### config.mk
export PLATFORM = sky130hd
export DESIGN_NAME = alu_result_stage
export DESIGN_NICKNAME = d
export VERILOG_FILES = /design/src/rtl/alu_pkg.sv /design/src/rtl/result_fifo2.sv /design/src/rtl/alu_result_stage.sv
export SDC_FILE = /design/constraint.sdc
export NUM_CORES = 1
export LEC_CHECK = 0
export BUFFER_PORTS_ARGS = -buffer_cell sky130_fd_sc_hd__buf_2
export CORE_AREA = 2 2 65 83
export CTS_BUF_LIST = sky130_fd_sc_hd__clkbuf_8
export CTS_CLUSTER_DIAMETER = 150
export DETAILED_ROUTE_END_ITERATION = 7
export DIE_AREA = 0 0 67 85
export MAX_ROUTING_LAYER = met4
export PLACE_DENSITY = 0.86
export SLEW_MARGIN = 20
export SYNTH_ARGS = -nofsm -noshare
export SYNTH_HDL_FRONTEND = slang
export SYNTH_SLANG_ARGS = --single-unit
### constraint.sdc
create_clock -name CLK -period 6.9 [get_ports CLK]
set_clock_uncertainty 0.1 [all_clocks]
set_input_delay 1.035 -clock CLK [delete_from_list [all_inputs] [get_ports CLK]]
set_output_delay 1.035 -clock CLK [all_outputs]
set_load 0.01 [all_outputs]
### src/rtl/alu_pkg.sv
// Shared ALU datapath definitions: width, result-select opcodes and the
// buffered result entry layout.
package alu_pkg;

   localparam int unsigned ALU_WIDTH = 16;

   localparam logic [1:0] OP_AND = 2'b00;
   localparam logic [1:0] OP_OR  = 2'b01;
   localparam logic [1:0] OP_XOR = 2'b10;
   localparam logic [1:0] OP_NOT = 2'b11;

   typedef struct packed {
      logic [ALU_WIDTH-1:0] result;
      logic                 z;
      logic                 n;
   } alu_entry_t;

endpackage

### src/rtl/result_fifo2.sv
// Two-entry FIFO with a registered head slot and one tail slot behind it.
module result_fifo2 #(
   parameter int unsigned W = 18
) (
   input  logic         clk,
   input  logic         rst,
   input  logic         push,
   input  logic         pop,
   input  logic [W-1:0] din,
   output logic [W-1:0] head,
   output logic         full,
   output logic         empty
);

   logic [1:0]   count;
   logic [W-1:0] head_q;
   logic [W-1:0] tail_q;
   logic         push_ok;
   logic         pop_ok;

   assign full    = (count == 2'd2);
   assign empty   = (count == 2'd0);
   assign head    = head_q;
   assign push_ok = push && !full;
   assign pop_ok  = pop && !empty;

   // With one entry and push+pop together, the incoming entry lands straight in the head slot.
   always_ff @(posedge clk) begin
      if (rst) begin
         count  <= 2'd0;
         head_q <= '0;
         tail_q <= '0;
      end else begin
         case ({push_ok, pop_ok})
            2'b10: begin
               if (empty) head_q <= din;
               else       tail_q <= din;
               count <= count + 2'd1;
            end
            2'b01: begin
               head_q <= tail_q;
               count  <= count - 2'd1;
            end
            2'b11: begin
               if (count == 2'd1) begin
                  head_q <= din;
               end else begin
                  head_q <= tail_q;
                  tail_q <= din;
               end
            end
            default: ;
         endcase
      end
   end

endmodule

### src/rtl/alu_result_stage.sv
// ALU output stage: opcode result select, zero/negative flags, 2-deep
// buffering toward writeback, plus sticky-zero and delivered-result count.
module alu_result_stage
   import alu_pkg::*;
#(
   parameter int unsigned WIDTH = ALU_WIDTH,
   parameter int unsigned CNT_W = 8
) (
   input  logic             CLK,
   input  logic             RST,
   input  logic             IN_VALID,
   output logic             IN_READY,
   input  logic [1:0]       OP,
   input  logic [WIDTH-1:0] AND_R,
   input  logic [WIDTH-1:0] OR_R,
   input  logic [WIDTH-1:0] XOR_R,
   input  logic [WIDTH-1:0] NOT_R,
   output logic             OUT_VALID,
   input  logic             OUT_READY,
   output logic [WIDTH-1:0] OUT,
   output logic             FLAG_Z,
   output logic             FLAG_N,
   output logic             STICKY_Z,
   output logic [CNT_W-1:0] CNT,
   input  logic             CLR
);

   localparam int unsigned ENTRY_W = WIDTH + 2;

   logic [WIDTH-1:0]   sel;
   logic [ENTRY_W-1:0] wr_entry;
   logic [ENTRY_W-1:0] head;
   logic               push;
   logic               pop;
   logic               full;
   logic               empty;
   logic               sticky_q;
   logic [CNT_W-1:0]   cnt_q;

   always_comb begin
      sel = '0;
      case (OP)
         OP_AND:  sel = AND_R;
         OP_OR:   sel = OR_R;
         OP_XOR:  sel = XOR_R;
         OP_NOT:  sel = NOT_R;
         default: sel = '0;
      endcase
   end

   assign wr_entry  = {sel, (sel == '0), sel[WIDTH-1]};
   assign IN_READY  = !RST && !full;
   assign OUT_VALID = !empty;
   assign push      = IN_VALID && IN_READY;
   assign pop       = OUT_VALID && OUT_READY;

   result_fifo2 #(.W(ENTRY_W)) u_fifo (
      .clk   (CLK),
      .rst   (RST),
      .push  (push),
      .pop   (pop),
      .din   (wr_entry),
      .head  (head),
      .full  (full),
      .empty (empty)
   );

   assign OUT    = head[ENTRY_W-1:2];
   assign FLAG_Z = head[1];
   assign FLAG_N = head[0];

   // A pop coinciding with CLR is counted after the clear.
   always_ff @(posedge CLK) begin
      if (RST) begin
         cnt_q    <= '0;
         sticky_q <= 1'b0;
      end else if (CLR) begin
         cnt_q    <= pop ? CNT_W'(1) : '0;
         sticky_q <= pop && FLAG_Z;
      end else if (pop) begin
         cnt_q    <= cnt_q + CNT_W'(1);
         sticky_q <= sticky_q || FLAG_Z;
      end
   end

   assign CNT      = cnt_q;
   assign STICKY_Z = sticky_q;

endmodule
; ---- Word-level counts from Yosys, hierarchy flattened
; Cells that the tools add are included.
[op_classes]
magnitude_cmp = 0
multipliers = 0
mux = 13
div_mod_pow = 0
eq_ne = 11
n_bitwise = 0
shifts = 0
n_reduce_logical = 19
addsub = 3
[op_table]
columns = operator, n
row1 = 18-bit 2-to-1 mux, 4
row2 = 16-bit case mux with 4 select lines, 1
row3 = 18-bit case mux with 3 select lines, 1
row4 = 18-bit case mux with 2 select lines, 1
row5 = 16-bit logical NOT, 1
row6 = 8-bit 2-to-1 mux, 2
row7 = "2-bit equality test, second input constant", 5
row8 = "8-bit by 1-bit adder with 8-bit output, second input constant", 1
row9 = "2-bit by 1-bit equality test with 1-bit output, second input constant", 3
row10 = 1-bit logical AND, 6
row11 = 2-bit nonzero test, 3
row12 = 2-bit logical NOT, 2
row13 = "2-bit != test, second input constant", 2
row14 = 2-bit case mux with 2 select lines, 1
row15 = 1-bit logical NOT, 3
row16 = 1-bit 2-to-1 mux, 3
row17 = 3-bit AND reduction, 1
row18 = 3-bit nonzero test, 1
row19 = "2-bit by 1-bit adder with 2-bit output, second input constant", 1
row20 = "2-bit by 1-bit != test with 1-bit output, second input constant", 1
row21 = 2-bit AND reduction, 1
row22 = "2-bit by 1-bit subtractor with 2-bit output, second input constant", 1
row23 = 1-bit logical OR, 1
[word_totals]
latch_bits = 0
mem_count = 0
rom_bits = 0
wordCells = 51
mem_bits_rw = 0
out_inout_bits = 29
register_bits = 47
in_bits = 71

; ---- Depth between registers and ports, before layout
; Gate-level depths: netlist of run 1.
[logic_depth]
word_depth = 8
ltp_mapped = 13
mapped_depth_nobuf = 10

; ---- Cells and area by module
; A second synthesis of run 1 with hierarchy kept.
[hier_totals]
cells_unflattened = 246
hier_area_um2 = 2661.3
[modules_own_cells]
columns = module, seq_area_each_um2, area_per_inst_um2, n_inst, cells_per_inst
row1 = result_fifo2, 760.7, 1779.2, 1, 171
row2 = alu_result_stage, 180.2, 882.1, 1, 75

; ---- Worst setup path after synthesis of run 1
; No wires, ideal clock.
[synth_path]
kind = input to register
start = in OUT_READY
end = reg u_fifo.head_q[0] (netlist: u_fifo.head[0])
slack_ns = 4.044
path_stages = 10
arrival_ns = 2.670
setup_time_ns = 0.086
required_time_ns = 6.714
path_buffers = 3
path_cell_list = nand2_1 > inv_2 > clkbuf_1 > ha_1 > nor2b_1 > o21a_1 > clkbuf_1 > buf_2 > a22oi_1 > a211oi_1
[synth_via]
elab_chain_cells = 5
word_cells_on_any_way = 9
classes_between = eq/ne (4) / mux (1) / reduce/logical (4)
[synth_lines]
columns = item, line
row1 = from (decl), alu_result_stage.sv:19  ; input logic OUT_READY,
row2 = 1-bit logical AND *, alu_result_stage.sv:55  ; assign pop = OUT_VALID && OUT_READY;
row3 = 1-bit logical AND *, result_fifo2.sv:25  ; assign pop_ok = pop && !empty;
row4 = 2-bit equality test or 2-bit by 1-bit equality test with 1-bit output (tied branches), result_fifo2.sv:34  ; case ({push_ok, pop_ok})
row5 = 2-bit by 1-bit != test with 1-bit output (no source line) or 3-bit nonzero test (tied branches), n/a
row6 = 2-bit AND reduction (no source line), n/a
row7 = to (signal assigned), result_fifo2.sv:36  ; if (empty) head_q <= din;
row8 = to (signal assigned), result_fifo2.sv:41  ; head_q <= tail_q;
row9 = to (signal assigned), result_fifo2.sv:46  ; head_q <= din;
row10 = to (decl), result_fifo2.sv:16  ; logic [W-1:0] head_q;
; Mark *: on every way between the ends. The rest lies on a longest branch, timed or not.
; A chain may end at the register's enable or synchronous reset.

; ---- Worst setup path after layout of run 1
[layout_path]
start = in RST
end = reg u_fifo.tail_q[4]
[layout_via]
elab_chain_cells = 7
word_cells_on_any_way = 11
classes_between = eq/ne (4) / mux (1) / reduce/logical (6)
[layout_lines]
columns = item, line
row1 = from (decl), alu_result_stage.sv:10  ; input logic RST,
row2 = 1-bit logical NOT, alu_result_stage.sv:52  ; assign IN_READY = !RST && !full;
row3 = 1-bit logical AND, alu_result_stage.sv:52
row4 = 1-bit logical AND, alu_result_stage.sv:54  ; assign push = IN_VALID && IN_READY;
row5 = 1-bit logical AND, result_fifo2.sv:24  ; assign push_ok = push && !full;
row6 = 2-bit equality test, result_fifo2.sv:34
row7 = 2-bit != test (no source line) or 2-bit nonzero test (tied branches), n/a
row8 = 3-bit AND reduction (no source line), n/a
row9 = to (signal assigned), result_fifo2.sv:37  ; else tail_q <= din;
row10 = to (signal assigned), result_fifo2.sv:49  ; tail_q <= din;
row11 = to (decl), result_fifo2.sv:17  ; logic [W-1:0] tail_q;
; Several ways; a longest one is shown, not always the timed one.

==> metrics.txt, run 1 <==
# TYPE chip_impl_metric gauge
chip_impl_metric{name="ir_worst_vdd",unit="uV"} 154
chip_impl_metric{name="drt_wl_total",unit="mm"} 5.34
chip_impl_metric{name="drive_gt1_frac",unit=""} 0.384
chip_impl_metric{name="final_cell_area",unit="um2"} 2950
chip_impl_metric{name="yosys.area_share.xor_xnor",unit=""} 0.0328
chip_impl_info{name="worstHoldStart",value="CNT[1]$_SDFFE_PP0P_"} 1
chip_impl_metric{name="grt_start_max_net_pins",unit=""} 43
chip_impl_metric{name="timing.final.ws_setup",unit="ns"} 3.61
chip_impl_metric{name="core-area",unit="um2"} 4930
chip_impl_metric{name="period_share",unit=""} 0.476
chip_impl_metric{name="drcViolationCount",unit=""} 0
chip_impl_info{name="worstReg2RegStart",value="u_fifo.count[0]$_SDFFE_PP0P_"} 1
chip_impl_metric{name="tightestPinTransition",unit="ns"} 0.849
chip_impl_metric{name="wl_per_cell",unit="um"} 13.9
chip_impl_metric{name="syn_avg_cell_area",unit="um2"} 10.2
chip_impl_metric{name="design.final.nets",unit=""} 400
chip_impl_metric{name="start_util",unit=""} 0.487
chip_impl_metric{name="regToRegSetupSlack",unit="ns"} 4.14
chip_impl_metric{name="length_of_the_first_detailed_routing_pass_in_iterations",unit=""} 4
chip_impl_metric{name="diodes",unit=""} 0
chip_impl_metric{name="die_area",unit="um2"} 5700
chip_impl_metric{name="adder_and_majority_cell_fraction_of_the_synthesized_area",unit=""} 0.0365
chip_impl_metric{name="simple_gate_share_of_the_synthesized_area",unit=""} 0.164
chip_impl_info{name="root_buffer",value="sky130_fd_sc_hd__clkbuf_8"} 1
chip_impl_metric{name="async_flop_share",unit=""} 0
chip_impl_metric{name="timing_max_transition_violations_final",unit=""} 0
chip_impl_info{name="critical_path.reg2reg.endpoint",value="u_fifo.tail_q[1]$_SDFFE_PP0P_"} 1
chip_impl_metric{name="grt_overflow_total",unit=""} 0
chip_impl_metric{name="rows",unit=""} 29
chip_impl_metric{name="synth.cell_area",unit="um2"} 2400
chip_impl_info{name="ys_dominant_reg_cell",value="sky130_fd_sc_hd__dfxtp_1"} 1
chip_impl_metric{name="synthesis.yosys.warnings",unit=""} 0
chip_impl_metric{name="storage_cell_area",unit="um2"} 901
chip_impl_metric{name="yosys_reg_bits",unit=""} 45
chip_impl_info{name="cts_tree",value="built"} 1
chip_impl_metric{name="initialDrtViolationCount",unit=""} 95
chip_impl_metric{name="worst_ep_arrival_time",unit="ns"} 3.35
chip_impl_metric{name="y_dimension_of_the_die",unit="um"} 85
chip_impl_metric{name="final-instance-count-excl-fill",unit=""} 385
chip_impl_metric{name="synth_compound_area_frac",unit=""} 0.104
chip_impl_metric{name="setup_viol",unit=""} 0
chip_impl_metric{name="globalplace.congestion",unit=""} 0.754
chip_impl_metric{name="synth_enable_flop_cells",unit=""} 0
chip_impl_metric{name="cts_setup_buffers",unit=""} 0
chip_impl_metric{name="io_pins",unit=""} 100
chip_impl_info{name="layout_common_cells",value="sky130_fd_sc_hd__buf_2, sky130_fd_sc_hd__dfxtp_1, sky130_fd_sc_hd__nor2_1"} 1
chip_impl_metric{name="grt_pass1_vias",unit=""} 2008
chip_impl_metric{name="dp_cells",unit=""} 377
chip_impl_info{name="critical_path_class",value="input pin to flop"} 1
chip_impl_info{name="worstSetupStartpointType",value="input pin"} 1
chip_impl_metric{name="dieWidth",unit="um"} 67
chip_impl_metric{name="setup_tns",unit="ns"} 0
chip_impl_info{name="path_cells",value="buf_2 > nor2_1 > nand2_1 > inv_2 > ha_1 > nand2_1 > o211a_1 > mux2i_1 > nor2_1"} 1
chip_impl_metric{name="tritoncts_num_sinks",unit=""} 45
chip_impl_metric{name="synthesis.nets",unit=""} 313
chip_impl_metric{name="max-cap-violations",unit=""} 0
chip_impl_metric{name="p_leak",unit="nW"} 1.33
chip_impl_info{name="status",value="finished clean"} 1
chip_impl_info{name="rsz_0062_raised_after_global_routing",value="false"} 1
chip_impl_metric{name="timing.final.crit_period",unit="ns"} 3.29
chip_impl_metric{name="post-dp-hpwl",unit="mm"} 4.10
chip_impl_metric{name="worst_slew_margin_rel",unit=""} 0.434
chip_impl_metric{name="maxClockFrequency",unit="GHz"} 0.304
chip_impl_metric{name="detailed_place.area",unit="um2"} 2860
chip_impl_metric{name="place.port_buffers",unit=""} 99
chip_impl_metric{name="syn_to_final_growth",unit="%"} 22.7
chip_impl_info{name="cell_class_contributing_the_biggest_share_of_worst_path_delay",value="compound AO/OA/AOI/OAI gates"} 1
chip_impl_metric{name="dp_slack",unit="ns"} 3.35
chip_impl_metric{name="cts-root-to-sink-buffers",unit=""} 2
chip_impl_metric{name="final_hold_viol_count",unit=""} 0
chip_impl_metric{name="route.detailed.vias_per_inst",unit=""} 5.52
chip_impl_metric{name="hold_path_depth",unit=""} 2
chip_impl_metric{name="worstSkewPairLatency",unit="ns"} 0.30
chip_impl_metric{name="synth_sequential_area_ratio",unit=""} 0.375
chip_impl_metric{name="n_fill_cell",unit=""} 437
chip_impl_metric{name="worstPathMaxFanout",unit=""} 42
chip_impl_metric{name="power_per_cell_area",unit="nW/um2"} 306
chip_impl_metric{name="clk_pin_slew_worst_paths",unit="ns"} 0.08
chip_impl_metric{name="ant_nets",unit=""} 0
chip_impl_metric{name="reg2reg_depth",unit=""} 10
chip_impl_metric{name="finalHoldWorstSlack",unit="ns"} 0.395
chip_impl_info{name="category_of_the_worst_setup_path_capture_point",value="flop"} 1
chip_impl_metric{name="cpPeakStageDelay",unit="ns"} 0.72
chip_impl_metric{name="cts-htree-levels",unit=""} 2
chip_impl_info{name="worst_hold_path.endpoint",value="CNT[1]$_SDFFE_PP0P_"} 1
chip_impl_info{name="synth_top_family_by_area",value="multiplexers"} 1
chip_impl_metric{name="synth.mux.area_fraction",unit=""} 0.231
chip_impl_info{name="hold_class",value="flop to flop"} 1
chip_impl_metric{name="path_buf_inv",unit=""} 2
chip_impl_metric{name="required",unit="ns"} 6.96
chip_impl_metric{name="syn-instance-count",unit=""} 235
chip_impl_metric{name="multi_input_area",unit="um2"} 1370
chip_impl_info{name="final_common_cell",value="sky130_fd_sc_hd__buf_2"} 1
chip_impl_metric{name="number_of_antenna_violations_at_the_first_check_in_global_routing",unit=""} 0
chip_impl_metric{name="grt_pass1_wl",unit="mm"} 9.01
chip_impl_metric{name="holdBufCountCts",unit=""} 0
chip_impl_info{name="cp_slowest_cell",value="sky130_fd_sc_hd__o211a_1"} 1
chip_impl_metric{name="yosys.cell_types.count",unit=""} 38
chip_impl_metric{name="route.vias.total",unit=""} 2127
chip_impl_metric{name="cts-resized-gates",unit=""} 0
chip_impl_metric{name="tritoncts.num_buffers",unit=""} 5
chip_impl_metric{name="global_route.usage.total",unit=""} 0.206
-- tightest hold or removal path, cell delays in order, from the launching register on --
cell and delay, ns:
sky130_fd_sc_hd__dfxtp_1 0.34, sky130_fd_sc_hd__nand2_1 0.06, sky130_fd_sc_hd__a21oi_1 0.05
-- where the power goes --
group | internal [mW] | switching, mW | leakage, nW
registers | 0.322 | 0.0339 | 0.368
clock network | 0.0675 | 0.0828 | 0.0519
logic | 0.165 | 0.230 | 0.910
-- registers in the layout (all words and copies together) (netlist names) --
signal,count
u_fifo.head,17
u_fifo.count,2
STICKY_Z,1
u_fifo.tail_q,17
CNT,8
-- layout make-up --
cell class	instances	area share
clock inverter	3	0.00382
sequential	45	0.306
inverter	7	0.00892
clock buffer	5	0.0234
tap	62	0.0263
timing repair buffer	99	0.168
multi-input combinational	164	0.464
-- worst max-delay path by stage --
stage,cells past startpoint,startpoint,end,slack [ns]
2_1_floorplan,10,OUT_READY,u_fifo.head[0]$_SDFFE_PP0P_,4.04
3_3_place_gp,8,RST,u_fifo.tail_q[1]$_SDFFE_PP0P_,3.42
3_5_place_dp,8,RST,u_fifo.tail_q[1]$_SDFFE_PP0P_,3.35
4_1_cts,8,RST,u_fifo.tail_q[1]$_SDFFE_PP0P_,3.67
5_1_grt,9,RST,u_fifo.tail_q[1]$_SDFFE_PP0P_,3.35
6_report,9,RST,u_fifo.tail_q[4]$_SDFFE_PP0P_,3.61
-- per-layer routing --
metal	track usage	up-vias	share of wire
met5	-	-	0
met4	0.0631	0	0.013
met3	0.0398	6	0.072
met2	0.324	83	0.49
met1	0.267	1000	0.42
li1	-	1038	-
-- stage by stage --
stage | utilization | total power [mW]
finish | 0.597 | 0.902
global route | 0.597 | 0.975
CTS | 0.596 | 0.907
detailed placement | 0.580 | 0.757
global placement | 0.580 | 0.743
floorplan | - | 0.646
-- logic make-up after synthesis --
logic type | after synthesis
simple gates | 85
xor+xnor | 9
fa+ha+maj | 7
mux | 33
compound gates | 30
buf+inv | 26
flops | 45
-- cells in the mapped netlist, types with 3 or more instances --
master,n,area [um2]
sky130_fd_sc_hd__mux4_1,6,158
sky130_fd_sc_hd__ha_1,7,87.6
sky130_fd_sc_hd__mux2i_1,16,160
sky130_fd_sc_hd__nor2b_1,4,25.0
sky130_fd_sc_hd__inv_1,3,11.3
sky130_fd_sc_hd__dfxtp_1,45,901
sky130_fd_sc_hd__mux4_2,10,225
sky130_fd_sc_hd__nand4_1,4,25.0
sky130_fd_sc_hd__nand2_1,11,41.3
sky130_fd_sc_hd__nor3_1,14,70.1
sky130_fd_sc_hd__nor2_1,44,165
sky130_fd_sc_hd__inv_2,4,15.0
sky130_fd_sc_hd__a211oi_1,3,22.5
sky130_fd_sc_hd__a221oi_1,14,123
sky130_fd_sc_hd__xor2_1,8,70.1
sky130_fd_sc_hd__clkbuf_1,9,33.8
sky130_fd_sc_hd__a21oi_1,3,15.0
sky130_fd_sc_hd__buf_2,5,25.0
sky130_fd_sc_hd__a22oi_1,3,22.5
No activity file was read; power rests on OpenSTA's default activity.
==> run 2: changes to the inputs <==
--- a/config.mk
+++ b/config.mk
@@ -5,14 +5,15 @@
 export SDC_FILE = /design/constraint.sdc
 export NUM_CORES = 1
 export LEC_CHECK = 0
+export ABC_AREA = 1
 export BUFFER_PORTS_ARGS = -buffer_cell sky130_fd_sc_hd__buf_2
-export CORE_AREA = 2 2 65 83
+export CORE_AREA = 2 2 66 84
 export CTS_BUF_LIST = sky130_fd_sc_hd__clkbuf_8
 export CTS_CLUSTER_DIAMETER = 150
 export DETAILED_ROUTE_END_ITERATION = 7
-export DIE_AREA = 0 0 67 85
+export DIE_AREA = 0 0 68 86
 export MAX_ROUTING_LAYER = met4
-export PLACE_DENSITY = 0.86
+export PLACE_DENSITY = 0.85
 export SLEW_MARGIN = 20
 export SYNTH_ARGS = -nofsm -noshare
 export SYNTH_HDL_FRONTEND = slang
==> constraint.sdc (replaced) <==
create_clock -name CLK -period 3.2 [get_ports CLK]
set_clock_uncertainty 0.1 [all_clocks]
set_input_delay 0.48 -clock CLK [delete_from_list [all_inputs] [get_ports CLK]]
set_output_delay 0.48 -clock CLK [all_outputs]
set_load 0.01 [all_outputs]
==> run 2 against run 1 <==
- register-to-register slack worse by 3.4 ns
- worst setup slack got worse by 2.9 ns
- critical path type is now flop to flop
- total power is 100% higher
- utilization is 1.1 points higher
- clock power rose by 130%
- worst hold slack worse by 0.053 ns
==> metrics.txt, run 2 <==
# TYPE chip_impl_metric gauge
chip_impl_metric{name="cts-root-to-sink-buffers",unit=""} 2
chip_impl_metric{name="tightestPinTransition",unit="ns"} 0.609
chip_impl_metric{name="grt.met1_usage",unit=""} 0.266
chip_impl_metric{name="wl_per_cell",unit="um"} 12.0
chip_impl_metric{name="die_area",unit="um2"} 5850
chip_impl_metric{name="clk_pin_slew_worst_paths",unit="ns"} 0.08
chip_impl_metric{name="synthesis.nets",unit=""} 452
chip_impl_info{name="ys_dominant_reg_cell",value="sky130_fd_sc_hd__dfxtp_1"} 1
chip_impl_info{name="netlist.top_cell.by_area",value="sky130_fd_sc_hd__dfxtp_1"} 1
chip_impl_metric{name="grt_overflow_total",unit=""} 0
chip_impl_metric{name="io_pins",unit=""} 100
chip_impl_metric{name="cpPeakStageDelay",unit="ns"} 0.33
chip_impl_metric{name="power_per_cell_area",unit="nW/um2"} 605
chip_impl_metric{name="initialDrtViolationCount",unit=""} 144
chip_impl_metric{name="max-cap-violations",unit=""} 0
chip_impl_metric{name="tritoncts.num_buffers",unit=""} 5
chip_impl_metric{name="grt_pass1_wl",unit="mm"} 10.2
chip_impl_metric{name="design.final.nets",unit=""} 540
chip_impl_info{name="cell_class_contributing_the_biggest_share_of_worst_path_delay",value="buffers and inverters"} 1
chip_impl_metric{name="grt_start_max_net_pins",unit=""} 35
chip_impl_info{name="gr-max-usage-layer",value="met2"} 1
chip_impl_metric{name="dieWidth",unit="um"} 68
chip_impl_metric{name="final_cell_area",unit="um2"} 3050
chip_impl_info{name="category_of_the_worst_setup_path_capture_point",value="flop"} 1
chip_impl_metric{name="required",unit="ns"} 3.30
chip_impl_metric{name="cts-resized-gates",unit=""} 0
chip_impl_metric{name="ir_worst_vdd",unit="uV"} 256
chip_impl_info{name="layout_common_cells",value="sky130_fd_sc_hd__buf_2, sky130_fd_sc_hd__o21ai_0, sky130_fd_sc_hd__inv_1"} 1
chip_impl_metric{name="number_of_antenna_violations_at_the_first_check_in_global_routing",unit=""} 0
chip_impl_metric{name="syn-instance-count",unit=""} 374
chip_impl_info{name="final_common_cell",value="sky130_fd_sc_hd__buf_2"} 1
chip_impl_info{name="ys_top_cells_by_area",value="sky130_fd_sc_hd__dfxtp_1, sky130_fd_sc_hd__o21ai_0, sky130_fd_sc_hd__a21oi_1"} 1
chip_impl_metric{name="worst_ep_arrival_time",unit="ns"} 2.59
chip_impl_metric{name="synth_sequential_area_ratio",unit=""} 0.367
chip_impl_metric{name="p_leak",unit="nW"} 1.51
chip_impl_metric{name="synthesis.yosys.warnings",unit=""} 0
chip_impl_metric{name="detailed_place.area",unit="um2"} 2960
chip_impl_metric{name="hold_path_depth",unit=""} 3
chip_impl_metric{name="syn_avg_cell_area",unit="um2"} 6.56
chip_impl_metric{name="setup_viol",unit=""} 0
chip_impl_metric{name="final_util",unit=""} 0.608
chip_impl_metric{name="worstSkewPairLatency",unit="ns"} 0.30
chip_impl_metric{name="power.clock.fraction",unit=""} 0.188
chip_impl_metric{name="post-dp-hpwl",unit="mm"} 4.81
chip_impl_metric{name="route.vias.total",unit=""} 2794
chip_impl_metric{name="start_util",unit=""} 0.490
chip_impl_metric{name="y_dimension_of_the_die",unit="um"} 86
chip_impl_info{name="worstSetupStartpointType",value="flop"} 1
chip_impl_metric{name="yosys_reg_bits",unit=""} 45
chip_impl_metric{name="power_switching_share",unit=""} 0.389
chip_impl_info{name="most_frequent_cp_cell",value="sky130_fd_sc_hd__inv_1"} 1
chip_impl_metric{name="final_hold_viol_count",unit=""} 0
chip_impl_metric{name="synth_enable_flop_cells",unit=""} 0
chip_impl_metric{name="drive_gt1_frac",unit=""} 0.248
chip_impl_info{name="cp_slowest_cell",value="sky130_fd_sc_hd__nand2_1"} 1
chip_impl_metric{name="reg2reg_depth",unit=""} 13
chip_impl_metric{name="diodes",unit=""} 0
chip_impl_metric{name="grt_pass1_vias",unit=""} 2415
chip_impl_metric{name="route.detailed.vias_per_inst",unit=""} 5.32
chip_impl_metric{name="path_buf_inv",unit=""} 6
chip_impl_metric{name="ant_nets",unit=""} 0
chip_impl_info{name="critical_path_class",value="flop to flop"} 1
chip_impl_metric{name="async_flop_share",unit=""} 0
chip_impl_metric{name="synth_largest_type_area_fraction",unit=""} 0.367
chip_impl_metric{name="grtUsageMet2",unit=""} 0.387
chip_impl_metric{name="drcViolationCount",unit=""} 0
chip_impl_metric{name="syn_to_final_growth",unit="%"} 24.1
chip_impl_metric{name="tritoncts_num_sinks",unit=""} 45
chip_impl_metric{name="place.port_buffers",unit=""} 99
chip_impl_metric{name="worst_slew_margin_rel",unit=""} 0.593
chip_impl_info{name="hold_class",value="input pin to flop"} 1
chip_impl_metric{name="holdBufCountCts",unit=""} 0
chip_impl_metric{name="global_route.usage.met3",unit=""} 0.0341
chip_impl_metric{name="cts_setup_buffers",unit=""} 0
chip_impl_info{name="path_cells",value="inv_1 > ha_1 > inv_1 > nand2_2 > clkinv_1 > ha_1 > inv_1 > o21ai_1 > nand2_1 > buf_4 > a21oi_1 > o21ai_0 > inv_1"} 1
chip_impl_info{name="cts_tree",value="built"} 1
chip_impl_metric{name="global_route.usage.total",unit=""} 0.231
chip_impl_metric{name="internal_power",unit="mW"} 1.13
chip_impl_metric{name="worstPathMaxFanout",unit=""} 18
chip_impl_metric{name="length_of_the_first_detailed_routing_pass_in_iterations",unit=""} 4
chip_impl_info{name="synth.most_common_cell",value="sky130_fd_sc_hd__o21ai_0"} 1
chip_impl_metric{name="core-area",unit="um2"} 5010
chip_impl_metric{name="timing.final.crit_period",unit="ns"} 2.49
chip_impl_info{name="synth.cells.most_frequent",value="sky130_fd_sc_hd__o21ai_0, sky130_fd_sc_hd__inv_1, sky130_fd_sc_hd__nand2_1"} 1
chip_impl_metric{name="drt_wl_total",unit="mm"} 6.33
chip_impl_metric{name="timing_max_transition_violations_final",unit=""} 0
chip_impl_metric{name="maxClockFrequency",unit="GHz"} 0.402
chip_impl_metric{name="switchingPower",unit="mW"} 0.716
chip_impl_metric{name="period_share",unit=""} 0.778
chip_impl_metric{name="rows",unit=""} 29
chip_impl_info{name="rsz_0062_raised_after_global_routing",value="false"} 1
chip_impl_metric{name="globalplace.congestion",unit=""} 0.902
chip_impl_metric{name="timing.critical_path.depth",unit=""} 13
chip_impl_metric{name="share_seq_of_total_power",unit=""} 0.415
chip_impl_metric{name="power.combinational.fraction",unit=""} 0.397
chip_impl_metric{name="setup_tns",unit="ns"} 0
chip_impl_info{name="root_buffer",value="sky130_fd_sc_hd__clkbuf_8"} 1
chip_impl_metric{name="yosys.cell_types.count",unit=""} 26
chip_impl_metric{name="synth.cell_area",unit="um2"} 2450
chip_impl_metric{name="cts-htree-levels",unit=""} 2
chip_impl_info{name="status",value="finished clean"} 1
## run 2: cell count changes in the layout (fill, tap and decap cells not counted), moves of 4 or more
cell / before / now
sky130_fd_sc_hd__o21ai_0: 0 / 56
sky130_fd_sc_hd__inv_1: 6 / 50
sky130_fd_sc_hd__a21oi_1: 2 / 40
sky130_fd_sc_hd__nand2_1: 11 / 48
sky130_fd_sc_hd__nand3_1: 0 / 37
sky130_fd_sc_hd__mux2i_1: 16 / 0
sky130_fd_sc_hd__a221oi_1: 14 / 0
sky130_fd_sc_hd__nand4_1: 4 / 16
sky130_fd_sc_hd__nor3_1: 14 / 3
sky130_fd_sc_hd__mux4_2: 10 / 0
sky130_fd_sc_hd__xor2_1: 8 / 1
sky130_fd_sc_hd__mux4_1: 6 / 0
sky130_fd_sc_hd__nor2_1: 44 / 38
sky130_fd_sc_hd__nor2b_1: 4 / 0
## run 2: cells by family (layout without fill, tap and decap cells)
logic type,count (synthesis),after routing,synth area share
DFF,45,45,0.367
buffers and inverters,72,161,0.114
AOI/OAI and AO/OA,102,102,0.213
adders and majority gates,7,7,0.0357
xor gates and xnor gates,1,1,0.00357
and+or+nand+nor,147,147,0.267
## run 2: power groups by stage
stage	registers, mW	clock network, mW	logic [mW]
floorplan	0.807	0	0.461
global placement	0.772	0	0.713
detailed placement	0.775	0	0.735
CTS	0.763	0.354	0.740
global route	0.778	0.374	0.854
finish	0.765	0.347	0.733
## run 2: stage by stage
step | setup slack [ns] | instances | hold slack [ns] | power, mW
final | 0.711 | 525 | 0.341 | 1.84
after global routing | 0.389 | 525 | 0.336 | 2.01
after CTS | 0.694 | 525 | 0.332 | 1.86
after detailed placement | 0.708 | 517 | 0.358 | 1.51
after global placement | 0.790 | 517 | 0.354 | 1.49
after floorplan | 1.03 | 374 | 0.389 | 1.27
## run 2: worst reg2reg max path: stages, from the launching register on
cell and delay [ns]:
sky130_fd_sc_hd__dfxtp_1 0.32, sky130_fd_sc_hd__inv_1 0.11, sky130_fd_sc_hd__ha_1 0.15, sky130_fd_sc_hd__inv_1 0.08, sky130_fd_sc_hd__nand2_2 0.14, sky130_fd_sc_hd__clkinv_1 0.25
sky130_fd_sc_hd__ha_1 0.28, sky130_fd_sc_hd__inv_1 0.07, sky130_fd_sc_hd__o21ai_1 0.06, sky130_fd_sc_hd__nand2_1 0.33, sky130_fd_sc_hd__buf_4 0.29, sky130_fd_sc_hd__a21oi_1 0.08
sky130_fd_sc_hd__o21ai_0 0.09, sky130_fd_sc_hd__inv_1 0.05
## run 2: final cells by class
class,count,area (um2)
Fill cell,460,1960
Sequential cell,45,901
Inverter,52,195
Clock buffer,5,68.8
Multi-Input combinational cell,257,1270
Timing Repair Buffer,101,510
Clock inverter,3,18.8
Tap cell,62,77.6
## run 2: per-layer routing
metal	wire length [um]	share of wire	vias to the layer above
li1	-	-	1413
met1	2710	0.43	1231
met2	3050	0.48	138
met3	426	0.067	12
met4	140	0.022	0
met5	0	0	-
## run 2: worst paths after layout
| check | end | slack, ns | from |
|---|---|---|---|
| hold / removal | CNT[0]$_SDFFE_PP0P_ | 0.34 | CLR |
| setup reg to reg | u_fifo.tail_q[13]$_SDFFE_PP0P_ | 0.71 | u_fifo.count[0]$_SDFFE_PP0P_ |
| hold reg to reg | STICKY_Z$_SDFFE_PP0P_ | 0.37 | STICKY_Z$_SDFFE_PP0P_ |
| setup / recovery | u_fifo.tail_q[13]$_SDFFE_PP0P_ | 0.71 | u_fifo.count[0]$_SDFFE_PP0P_ |
